## src/rtl/x_accum_pkg.sv

```systemverilog
// Shared types and defaults for the line-scan x-accumulation controller.
// Imported by the controller, its serial divider and the bench.
package x_accum_pkg;

  localparam int LINE_W_D     = 640;
  localparam int X_W_D        = 10;
  localparam int CNT_W_D      = 10;
  localparam int SUM_W_D      = 18;
  localparam int CAL_CYCLES_D = 4;

  typedef enum logic [2:0] {
    S_IDLE,
    S_CAL,
    S_SCAN,
    S_DIV,
    S_OUT
  } state_t;

  typedef struct packed {
    logic [X_W_D-1:0]   centroid;
    logic [CNT_W_D-1:0] count;
    logic               none;
  } res_t;

  // Width of a counter that must reach n-1 (at least one bit).
  function automatic int cnt_bits(input int n);
    return (n <= 2) ? 1 : $clog2(n);
  endfunction

endpackage

```

## src/rtl/x_accum_ctrl_serial_divider.sv

```systemverilog
// Restoring serial divider: one quotient bit per cycle, SUM_W cycles.
// The first bit is produced in the cycle the operands are loaded.
module serial_divider
  import x_accum_pkg::*;
#(
  parameter int SUM_W = SUM_W_D,
  parameter int CNT_W = CNT_W_D
) (
  input  logic             clk,
  input  logic             rst,
  input  logic             start,
  input  logic [SUM_W-1:0] dividend,
  input  logic [CNT_W-1:0] divisor,
  output logic             done,
  output logic [SUM_W-1:0] quotient
);

  localparam int CW = cnt_bits(SUM_W);

  logic [CNT_W-1:0] rem_q;
  logic [CNT_W-1:0] rem_d;
  logic [CNT_W-1:0] dvs_q;
  logic [CNT_W-1:0] r_src;
  logic [CNT_W-1:0] d_src;
  logic [SUM_W-1:0] quo_q;
  logic [SUM_W-1:0] quo_d;
  logic [SUM_W-1:0] q_src;
  logic [CNT_W:0]   trial;
  logic [CNT_W:0]   diff;
  logic             ge;
  logic [CW-1:0]    cnt_q;
  logic             run_q;

  // One restoring step; a fresh start feeds the step from the inputs
  always_comb begin
    r_src = start ? '0 : rem_q;
    q_src = start ? dividend : quo_q;
    d_src = start ? divisor : dvs_q;
    trial = {r_src, q_src[SUM_W-1]};
    ge    = trial >= {1'b0, d_src};
    diff  = trial - {1'b0, d_src};
    rem_d = ge ? CNT_W'(diff) : CNT_W'(trial);
    quo_d = {q_src[SUM_W-2:0], ge};
  end

  // Operand load, iteration counter and running flag
  always_ff @(posedge clk) begin
    if (rst) begin
      rem_q <= '0;
      quo_q <= '0;
      dvs_q <= '0;
      cnt_q <= '0;
      run_q <= 1'b0;
    end else if (start) begin
      rem_q <= rem_d;
      quo_q <= quo_d;
      dvs_q <= divisor;
      cnt_q <= CW'(SUM_W - 1);
      run_q <= 1'b1;
    end else if (run_q) begin
      if (cnt_q != '0) begin
        rem_q <= rem_d;
        quo_q <= quo_d;
        cnt_q <= cnt_q - CW'(1);
      end else begin
        run_q <= 1'b0;
      end
    end
  end

  assign done     = run_q && (cnt_q == '0);
  assign quotient = quo_q;

endmodule

```

## src/rtl/x_accum_ctrl.sv

```systemverilog
// Line-scan controller: calibrate, accumulate hit x positions,
// divide for the centroid and hand the result downstream.
module x_accum_ctrl
  import x_accum_pkg::*;
#(
  parameter int LINE_W     = LINE_W_D,
  parameter int X_W        = X_W_D,
  parameter int CNT_W      = CNT_W_D,
  parameter int SUM_W      = SUM_W_D,
  parameter int CAL_CYCLES = CAL_CYCLES_D
) (
  input  logic             clk,
  input  logic             rst,
  input  logic             start,
  input  logic             pix_valid,
  input  logic             pix_hit,
  output logic             thr_mode,
  output logic             busy,
  output logic             res_valid,
  input  logic             res_ready,
  output logic [X_W-1:0]   res_centroid,
  output logic [CNT_W-1:0] res_count,
  output logic             res_none
);

  localparam int CAL_W = cnt_bits(CAL_CYCLES);

  state_t           state_q;
  state_t           state_d;
  logic [X_W-1:0]   x_q;
  logic [SUM_W-1:0] sum_q;
  logic [SUM_W-1:0] sum_nxt;
  logic [CNT_W-1:0] cnt_q;
  logic [CNT_W-1:0] cnt_nxt;
  logic [CAL_W-1:0] cal_q;
  logic             cal_done;
  logic             acc;
  logic             last;
  logic             hit_any;
  logic             div_start;
  logic             div_done;
  logic [SUM_W-1:0] quo;
  logic [X_W-1:0]   cent_q;
  logic [CNT_W-1:0] rcnt_q;
  logic             none_q;
  logic             unused_quo;

  // Accept logic and the accumulator values after this pixel
  always_comb begin
    acc      = (state_q == S_SCAN) && pix_valid;
    last     = acc && (x_q == X_W'(LINE_W - 1));
    sum_nxt  = sum_q + (pix_hit ? SUM_W'(x_q) : '0);
    cnt_nxt  = cnt_q + CNT_W'(pix_hit);
    hit_any  = cnt_nxt != '0;
    cal_done = cal_q == CAL_W'(CAL_CYCLES - 1);
  end

  // Divider is loaded with the totals that include the last pixel
  assign div_start = last && hit_any;

  serial_divider #(
    .SUM_W(SUM_W),
    .CNT_W(CNT_W)
  ) u_div (
    .clk     (clk),
    .rst     (rst),
    .start   (div_start),
    .dividend(sum_nxt),
    .divisor (cnt_nxt),
    .done    (div_done),
    .quotient(quo)
  );

  assign unused_quo = ^quo[SUM_W-1:X_W];

  // State register
  always_ff @(posedge clk) begin
    if (rst) state_q <= S_IDLE;
    else     state_q <= state_d;
  end

  // Next-state decode
  always_comb begin
    state_d = state_q;
    unique case (state_q)
      S_IDLE: if (start) state_d = S_CAL;
      S_CAL:  if (cal_done) state_d = S_SCAN;
      S_SCAN: if (last) state_d = hit_any ? S_DIV : S_OUT;
      S_DIV:  if (div_done) state_d = S_OUT;
      S_OUT:  if (res_ready) state_d = S_IDLE;
      default: state_d = S_IDLE;
    endcase
  end

  // Moore outputs
  always_comb begin
    thr_mode  = 1'b0;
    busy      = 1'b1;
    res_valid = 1'b0;
    unique case (state_q)
      S_IDLE:  busy = 1'b0;
      S_CAL:   thr_mode = 1'b1;
      S_OUT:   res_valid = 1'b1;
      default: ;
    endcase
  end

  // Calibration count, accumulation and result capture
  always_ff @(posedge clk) begin
    if (rst) begin
      cal_q  <= '0;
      x_q    <= '0;
      sum_q  <= '0;
      cnt_q  <= '0;
      cent_q <= '0;
      rcnt_q <= '0;
      none_q <= 1'b0;
    end else begin
      cal_q <= (state_q == S_CAL) ? cal_q + CAL_W'(1) : '0;
      if (state_q == S_IDLE && start) begin
        x_q   <= '0;
        sum_q <= '0;
        cnt_q <= '0;
      end
      if (acc) begin
        x_q   <= last ? '0 : x_q + X_W'(1);
        sum_q <= sum_nxt;
        cnt_q <= cnt_nxt;
      end
      if (last && !hit_any) begin
        cent_q <= '0;
        rcnt_q <= '0;
        none_q <= 1'b1;
      end
      if (state_q == S_DIV && div_done) begin
        cent_q <= quo[X_W-1:0];
        rcnt_q <= cnt_q;
        none_q <= 1'b0;
      end
    end
  end

  assign res_centroid = cent_q;
  assign res_count    = rcnt_q;
  assign res_none     = none_q;

endmodule

```

## config.mk

```make
export PLATFORM = sky130hd
export DESIGN_NAME = x_accum_ctrl
export DESIGN_NICKNAME = d
export VERILOG_FILES = /design/src/rtl/x_accum_pkg.sv /design/src/rtl/x_accum_ctrl_serial_divider.sv /design/src/rtl/x_accum_ctrl.sv
export SDC_FILE = /design/constraint.sdc
export NUM_CORES = 1
export LEC_CHECK = 0
export BUFFER_PORTS_ARGS = -buffer_cell sky130_fd_sc_hd__buf_2
export CAP_MARGIN = 30
export CORE_MARGIN = 4
export CORE_UTILIZATION = 36
export CTS_CLUSTER_SIZE = 12
export DETAILED_ROUTE_END_ITERATION = 8
export PLACE_DENSITY = 0.49
export SLEW_MARGIN = 20
export SYNTH_ARGS = -nofsm -noshare
export SYNTH_HDL_FRONTEND = slang
export SYNTH_SLANG_ARGS = --single-unit
export TNS_END_PERCENT = 50
```

## constraint.sdc

```tcl
create_clock -name clk -period 6 [get_ports clk]
set_input_delay 0.3 -clock clk [delete_from_list [all_inputs] [get_ports clk]]
set_output_delay 0.3 -clock clk [all_outputs]
set_load 0.02 [all_outputs]
```

==> metrics.cfg, run 1 <==
[critical_path]
worstPathRequired_ps = 6200
worstSetupStartpointType = flop
slowest_delay_ps = 380
regToRegEndpoint = u_div.rem_q[1]
cp_cell_sequence = ha_1 -> ha_1 -> a211o_1 -> a2111oi_2 -> o2111a_2 -> a21o_1 -> buf_4 -> nand2_1 -> inv_1 -> ha_1 -> nor2b_1 -> o31a_1 -> o41ai_1 -> o21ai_0 -> a21o_1 -> a221oi_1 -> nor3_1
r2r_slack_ps = 1200
cpMaxStageDelayCell = a2111oi_2
crit_arrival_ps = 5000
crit_top_cell = ha_1
path_class = reg2reg
crit_start = cnt_q[0]
reg2reg_from = cnt_q[0]
reg2reg_depth = 17
worstSetupEndpointType = flop
crit_fanout = 27

[place]
place.port_buffers = 29
place_ws_ps = 1030
place_area_sq_um = 6220
hpwl_mm = 11.0
gp_congestion = 0.853

[layout]
layout-area-overhead-vs-synth_pct = 9.43
multiInputGateArea_sq_um = 3500
fin_util_pct = 40.5
drive_gt1_share_pct = 10.7
fillers = 1625
diodes = 0
layout.nets = 758
fin_area_sq_um = 6510
seq_area_sq_um = 2160

[synth]
synth-edff-count = 0
ys_types = 68
synth.most_common_cell = dfxtp_1
synth_top_area_share_pct = 36.4
syn_area_sq_um = 5950
syn_area_per_cell_sq_um = 8.26
synth_area_leaders = dfxtp_1 36%, nor2_1 5.6%, ha_1 5.5%, a21oi_1 4.9%, nand2_1 4.7%
yosysTopAreaCell = dfxtp_1
synthTopCellsByCount = 108 x dfxtp_1, 88 x nor2_1, 75 x nand2_1, 58 x a21oi_1, 36 x o21ai_0
synth_fp_nets = 754
synth-seq-cells = 108
yosysSeqAreaShare_pct = 36.4
yosys_warnings = 0
synthArstFlopShare_pct = 0
netlist_instances = 720
synthFlopType = dfxtp_1

[sta]
finalMaxSlewViolations = 0
layout_min_cycle_time_ps = 4800
tns_ps = 0
relSlewSlack_pct = 40.4
max_freq_mhz = 208
layout_worst_path_cycle_share_pct = 80.0
final.setup.worst_slack_ps = 1200
hold_slack_ps = 427
tightest_slew_ps = 895
rsz0062_at_grt = no
setup_violations = 0
finalHoldViolCount = 0
clock_skew_ps = 8.52

[detailed_routing]
drcViolationCount = 0
drtIter0Drc = 318
viasPerCell = 5.40
wl_mm = 15.2
wl_per_cell_um = 16.1
vias = 5105
drtPass1Iterations = 4
drtAntennaViolNets = 0

[cts]
cts.reportedPaths.clkPinSlew_ps = 70
cts_tree = built
clk_root_buffer_cell = clkbuf_16
post_cts_buffers = 0
cts_max_path_buffers = 2
clock_sinks = 108
cts-buffers-inserted = 9
hold_buffers = 0
h-tree-depth = 3
post_cts_resize_count = 0
clock_latency_ps = 350

[global_routing]
grt.total_usage_pct = 17.0
grt_pass1_vias = 4929
grt_overflow = 0
grt_max_degree = 55
grt_pass1_wl_mm = 25.4
antenna_found_initial = 0

[die]
core_sq_um = 16100
initial_utilization_pct = 37.0
num_rows = 46
floorplan.die.width_um = 137
dieArea_sq_um = 18600
chipHeight_um = 137
io_pins = 30

[hold_path]
hp-start = cal_q[0]
hold_path_depth = 1
hold_end = cal_q[0]
hp-class = reg2reg

[power_and_ir_drop]
p_leak_nw = 2.47
powerDensity_nw_per_um2 = 243
ir_worst_vdd_mv = 0.153

[job]
maxCapViolations = 0

[run_status]
status = completed

sequential cells by signal, summed over array words and instances (netlist names):
register and count:
sum_q 18, u_div.quotient 18, cnt_q 10, res_centroid 10
res_count 10, u_div.dvs_q 10, u_div.rem_q 10, x_q 10
u_div.cnt_q 5, state_q 3, cal_q 2, res_none 1
u_div.run_q 1
worst max-delay path: cells and delay by family, from the launching register on:
| family | cells | cell delay (ps) |
|---|---|---|
| AOI/OAI and AO/OA | 9 | 2770 |
| adders and majority gates | 3 | 770 |
| and+or+nand+nor | 3 | 390 |
| buffers and inverters | 2 | 370 |
| DFF | 1 | 340 |
metal layers:
metal / track usage, % / vias up / wire length, um
met5: 0 / - / 0
met4: 4.87 / 0 / 195
met3: 3.79 / 11 / 747
met2: 27.2 / 101 / 6850
met1: 23.1 / 2390 / 7410
li1: - / 2603 / -
layout make-up:
| type | count | area share (%) |
|---|---|---|
| tap | 216 | 4.15 |
| multi-input combinational | 548 | 53.8 |
| inverter | 17 | 0.981 |
| clock buffer | 10 | 3.52 |
| sequential | 108 | 33.2 |
| timing repair buffer | 40 | 3.50 |
| clock inverter | 6 | 0.827 |
power by group:
group / total [W] / internal [W] / switching [W]
combinational: 0.000246 / 0.0000735 / 0.000172
sequential: 0.000755 / 0.000727 / 0.0000280
clock: 0.000581 / 0.000291 / 0.000290
total: 0.00158 / 0.00109 / 0.000490
worst max path at each step:
stage / end / slack [ps] / cells past startpoint
detailed placement: u_div.rem_q[3] / 1030 / 18
floorplan: u_div.rem_q[1] / 1680 / 20
finish: u_div.rem_q[1] / 1200 / 17
CTS: u_div.rem_q[3] / 1190 / 17
global route: u_div.rem_q[7] / 840 / 17
global placement: u_div.rem_q[1] / 1210 / 18
layout by cell type, fill, tap and decap left out, drive strengths merged, types with 4 or more instances in the layout:
cell type,count
a211oi,10
a21oi,59
a221oi,7
a22o,20
a22oi,14
a311oi,14
a31o,4
a31oi,5
and2,22
and3,7
and4,8
buf,40
clkbuf,10
dfxtp,108
ha,26
inv,21
mux2i,6
nand2,75
nand2b,5
nand3,8
nand4,10
nor2,89
nor2b,9
nor3,23
nor3b,7
o21ai,36
or3,6
xnor2,20
xor2,9
cells by family after synthesis:
| kind of cell | synth area share [%] |
|---|---|
| AO/OA/AOI/OAI | 23.0 |
| XOR/XNOR | 4.27 |
| adder cells (fa/ha/maj) | 6.14 |
| buffers and inverters | 4.78 |
| flip-flops | 36.4 |
| multiplexers | 1.39 |
| AND/OR/NAND/NOR | 24.1 |
stage by stage:
stage | power (W) | instances
after floorplan | 0.000935 | 720
after global placement | 0.00102 | 929
after detailed placement | 0.00102 | 929
after CTS | 0.00161 | 945
after global routing | 0.00166 | 945
final | 0.00158 | 945
No activity file was read; power rests on OpenSTA's default activity.
==> run 2, diff against run 1 <==
==> constraint.sdc (replaced) <==
create_clock -name clk -period 4.7 [get_ports clk]
set_input_delay 0.235 -clock clk [delete_from_list [all_inputs] [get_ports clk]]
set_output_delay 0.235 -clock clk [all_outputs]
set_load 0.02 [all_outputs]
==> run 2 against run 1 <==
Final cell count rose by 0.74%. Largest power group unchanged. First-iteration DRC count increased by 60%. Sequential share of layout area is 0.42 points lower. Setup slack worse by 880 ps. Worst hold slack worse by 59 ps. Final area rose by 1.3%. Sequential cell count unchanged. Sequential power grew 27%. Count of clock-buffer cells in the layout is the same. Utilization rose by 0.52 points.
==> metrics.cfg, run 2 (synthesis results as in run 1) <==
[sta]
relSlewSlack_pct = 38.6
layout_min_cycle_time_ps = 4380
layout_worst_path_cycle_share_pct = 93.1
finalMaxSlewViolations = 0
max_freq_mhz = 229
rsz0062_at_grt = no
finalHoldViolCount = 0
clock_skew_ps = 13.3
setup_violations = 0
tns_ps = 0
tightest_slew_ps = 921

[layout]
layout.nets = 765
layout_commonest_cell = dfxtp_1
layout-area-overhead-vs-synth_pct = 10.8
fin_area_sq_um = 6590
layout_common_cells = 108 x dfxtp_1, 88 x nor2_1, 75 x nand2_1
drive_gt1_share_pct = 12.0
diodes = 0

[place]
place_area_sq_um = 6270
gp_congestion = 0.893
place.port_buffers = 29
hpwl_mm = 10.9

[cts]
cts.reportedPaths.clkPinSlew_ps = 80
cts-buffers-inserted = 9
post_cts_buffers = 0
clock_sinks = 108
cts_tree = built
h-tree-depth = 3
cts_max_path_buffers = 2
clk_root_buffer_cell = clkbuf_16
hold_buffers = 0
clock_latency_ps = 370

[run_status]
status = completed

[global_routing]
grt_pass1_vias = 4866
antenna_found_initial = 0
grt_pass1_wl_mm = 25.1
grt.total_usage_pct = 16.7
grt_overflow = 0
grt_max_degree = 36

[detailed_routing]
drtAntennaViolNets = 0
wl_mm = 15.3
drtIter0Drc = 508
drtPass1Iterations = 5
vias = 5248
drcViolationCount = 0
wl_per_cell_um = 16.1
viasPerCell = 5.51

[critical_path]
r2r_slack_ps = 320
crit_fanout = 15
worstSetupStartpointType = flop
reg2reg_from = cnt_q[0]
crit_arrival_ps = 4610
path_class = reg2reg
crit_start = cnt_q[0]
regToRegEndpoint = u_div.rem_q[8]
worstPathRequired_ps = 4940
worstSetupEndpointType = flop
reg2reg_depth = 17

[power_and_ir_drop]
powerDensity_nw_per_um2 = 311
p_leak_nw = 2.52
ir_worst_vdd_mv = 0.222

[hold_path]
hp-class = in2reg
hold_end = x_q[6]
hold_path_depth = 5
hp-start = pix_valid

[die]
io_pins = 30
chipHeight_um = 137
floorplan.die.width_um = 137
initial_utilization_pct = 37.0
core_sq_um = 16100
num_rows = 46
dieArea_sq_um = 18600

[job]
maxCapViolations = 0

## run 2: cell count changes in the layout (fill, tap and decap cells not counted), sizes merged
cell      change
buf           +6
clkinv        +2
inv           -1
nor3          +1
clkinvlp      -1
## run 2: worst max-delay path, cell delays in order, from the launching register on
cell,delay [ps]
dfxtp_1,330
ha_1,240
ha_2,240
a211o_1,330
a2111oi_2,360
o2111a_2,270
a21o_1,170
buf_4,210
mux2_2,360
ha_1,230
fa_1,400
nor2b_1,130
o21ai_0,160
a21oi_1,220
a211oi_1,80
xnor2_1,140
a221oi_1,290
nor3_1,80
## run 2: stage by stage
| stage | worst slack (ps) | util, % | hold slack, ps | std cells | total power [W] |
|---|---|---|---|---|---|
| 2_1_floorplan | 382 | - | 407 | 720 | 0.00119 |
| 3_3_place_gp | 231 | 39.0 | 417 | 935 | 0.00129 |
| 3_5_place_dp | 80.9 | 39.0 | 436 | 935 | 0.00130 |
| 4_1_cts | 182 | 40.9 | 353 | 951 | 0.00208 |
| 5_1_grt | 86.0 | 41.0 | 385 | 952 | 0.00215 |
| 6_report | 324 | 41.0 | 368 | 952 | 0.00205 |
## run 2: cell type report
class | instances | area (sq um)
Sequential cell | 108 | 2160
Clock inverter | 6 | 62.6
Inverter | 17 | 63.8
Multi-Input combinational cell | 549 | 3520
Clock buffer | 10 | 239
Fill cell | 1642 | 9470
Timing Repair Buffer | 46 | 273
Tap cell | 216 | 270
## run 2: repair_timing
action                                 CTS  global route
gates resized for setup                  0             3
endpoints found under the hold margin    0             0
setup endpoints to repair                0            10
## run 2: how the worst max path moves through the flow
stage | end | slack (ps)
after floorplan | u_div.rem_q[1] | 380
after global placement | u_div.rem_q[9] | 230
after detailed placement | u_div.rem_q[9] | 80
after CTS | u_div.rem_q[9] | 180
after global routing | u_div.rem_q[6] | 90
final | u_div.rem_q[8] | 320
## run 2: power by group
part | switching, W | internal (W) | total [W]
logic | 0.000220 | 0.0000963 | 0.000316
clock network | 0.000388 | 0.000389 | 0.000777
registers | 0.0000300 | 0.000928 | 0.000958
## run 2: metal layers
metal / share of wire [%] / track usage [%] / vias up / routed length [um]
met3: 3.9 / 3.71 / 14 / 598
met5: 0 / 0 / - / 0
met4: 1.0 / 3.64 / 0 / 156
li1: - / - / 2614 / -
met2: 45 / 26.0 / 103 / 6830
met1: 50 / 23.7 / 2517 / 7690
==> run 3, diff against run 2 <==
--- a/config.mk
+++ b/config.mk
@@ -11,7 +11,7 @@
 export CORE_UTILIZATION = 36
 export CTS_CLUSTER_SIZE = 12
 export DETAILED_ROUTE_END_ITERATION = 8
-export PLACE_DENSITY = 0.49
+export PLACE_DENSITY = 0.56
 export SLEW_MARGIN = 20
 export SYNTH_ARGS = -nofsm -noshare
 export SYNTH_HDL_FRONTEND = slang
==> run 3 against run 2 <==
Routed wire length shrank 3.7%. Final area down 0.36%. Worst hold slack got worse by 18 ps. Sequential cell count unchanged. Setup slack better by 4.0 ps. Sequential share of layout area up 0.12 points. Via count down 0.25%. Final cell count rose by 0.11%. Non-clock buffer count rose by 2. First-iteration DRC count down 13%. Clock skew is 9.6 ps lower. Largest power group unchanged.
==> metrics.cfg, run 3 (synthesis results as in run 1) <==
[detailed_routing]
wl_per_cell_um = 15.4
vias = 5235
drtIter0Drc = 442
drcViolationCount = 0
wl_mm = 14.7
drtAntennaViolNets = 0
drtPass1Iterations = 7
viasPerCell = 5.49

[power_and_ir_drop]
p_leak_nw = 2.51
ir_worst_vdd_mv = 0.229
clkPwrFrac_pct = 35.3
seq_power_share_pct = 47.8
p_sw_share_pct = 30.1
powerDensity_nw_per_um2 = 302
pwr-share-comb_pct = 16.9
p_int_w = 0.00139
power_switching_w = 0.000598
power.total_w = 0.00199

[critical_path]
reg2reg_depth = 17
crit_fanout = 16
worstSetupStartpointType = flop
r2r_slack_ps = 330
regToRegEndpoint = u_div.rem_q[6]
path_class = reg2reg
reg2reg_from = cnt_q[0]
worstSetupEndpointType = flop
crit_arrival_ps = 4580
worstPathRequired_ps = 4900

[place]
place.port_buffers = 29
gp_congestion = 0.913
hpwl_mm = 10.7

[die]
floorplan.die.width_um = 137
chipHeight_um = 137
core_sq_um = 16100
initial_utilization_pct = 37.0
num_rows = 46
dieArea_sq_um = 18600
io_pins = 30

[global_routing]
use_met1_pct = 22.6
grt_overflow = 0
grt.total_usage_pct = 16.1
use_met3_pct = 3.42
grt_pass1_vias = 4748
grt_max_degree = 41
top_usage_layer = met2
use_met2_pct = 25.3
antenna_found_initial = 0
grt_pass1_wl_mm = 24.4

[layout]
drive_gt1_share_pct = 11.8
layout_commonest_cell = dfxtp_1
layout.nets = 766
diodes = 0
layout_common_cells = 108 x dfxtp_1, 88 x nor2_1, 75 x nand2_1
layout-area-overhead-vs-synth_pct = 10.4

[sta]
clock_skew_ps = 3.71
relSlewSlack_pct = 41.3
max_freq_mhz = 229
layout_worst_path_cycle_share_pct = 93.0
tightest_slew_ps = 880
tns_ps = 0
layout_min_cycle_time_ps = 4370
hold_slack_ps = 351
finalHoldViolCount = 0
finalMaxSlewViolations = 0
rsz0062_at_grt = no
setup_violations = 0

[cts]
hold_buffers = 0
cts-buffers-inserted = 9
clock_latency_ps = 350
cts.reportedPaths.clkPinSlew_ps = 70
cts_max_path_buffers = 2
post_cts_buffers = 0
clk_root_buffer_cell = clkbuf_16
h-tree-depth = 3
post_cts_resize_count = 0
cts_tree = built
clock_sinks = 108

[job]
maxCapViolations = 0

[hold_path]
hp-class = in2reg
hp-start = pix_valid
hold_end = x_q[6]
hold_path_depth = 5

[run_status]
status = completed

## run 3: routing by layer
metal	vias up	part of all wire (%)
li1	2625	-
met1	2472	49
met2	122	45
met3	16	4.8
met4	0	0.99
met5	-	0
## run 3: layout make-up
cell class | instances | area, sq um
timing repair buffer | 48 | 288
fill | 1607 | 9490
inverter | 17 | 63.8
tap | 216 | 270
clock inverter | 6 | 38.8
multi-input combinational | 548 | 3510
clock buffer | 10 | 229
sequential | 108 | 2160
## run 3: per-stage QoR
step           cells  cell area [sq um]  util (%)  worst slack (ps)
6_report         953               6570      40.9               328
5_1_grt          953               6570      40.9              8.33
4_1_cts          953               6550      40.8               237
3_5_place_dp     937               6280      39.1               147
3_3_place_gp     937               6280      39.1               286
2_1_floorplan    720               5950         -               382
## run 3: worst max-delay path by stage
stage / startpoint / to / slack, ps / cells after the start
2_1_floorplan: cnt_q[0] / u_div.rem_q[1] / 380 / 20
3_3_place_gp: pix_hit / u_div.rem_q[9] / 290 / 20
3_5_place_dp: pix_hit / u_div.rem_q[9] / 150 / 19
4_1_cts: cnt_q[0] / u_div.rem_q[7] / 240 / 18
5_1_grt: cnt_q[0] / u_div.rem_q[7] / 8 / 19
6_report: cnt_q[0] / u_div.rem_q[6] / 330 / 17
## run 3: power groups by stage
stage,Sequential (W),Clock (W),Combinational (W)
finish,0.000949,0.000701,0.000335
global route,0.000952,0.000755,0.000367
CTS,0.000949,0.000725,0.000334
detailed placement,0.000970,0,0.000333
global placement,0.000971,0,0.000330
floorplan,0.000956,0,0.000237
## run 3: critical path, cell delays in order (launching register included)
cell and delay [ps]:
dfxtp_1 330, ha_1 240, ha_1 220, a211o_1 300, a2111oi_2 350, o2111a_2 310
a21o_1 190, buf_4 220, mux2_2 360, ha_1 230, fa_1 410, nor2b_1 120
o21ai_0 130, a21boi_0 260, o21a_1 160, o21ai_0 70, a32oi_1 240, a211oi_2 90
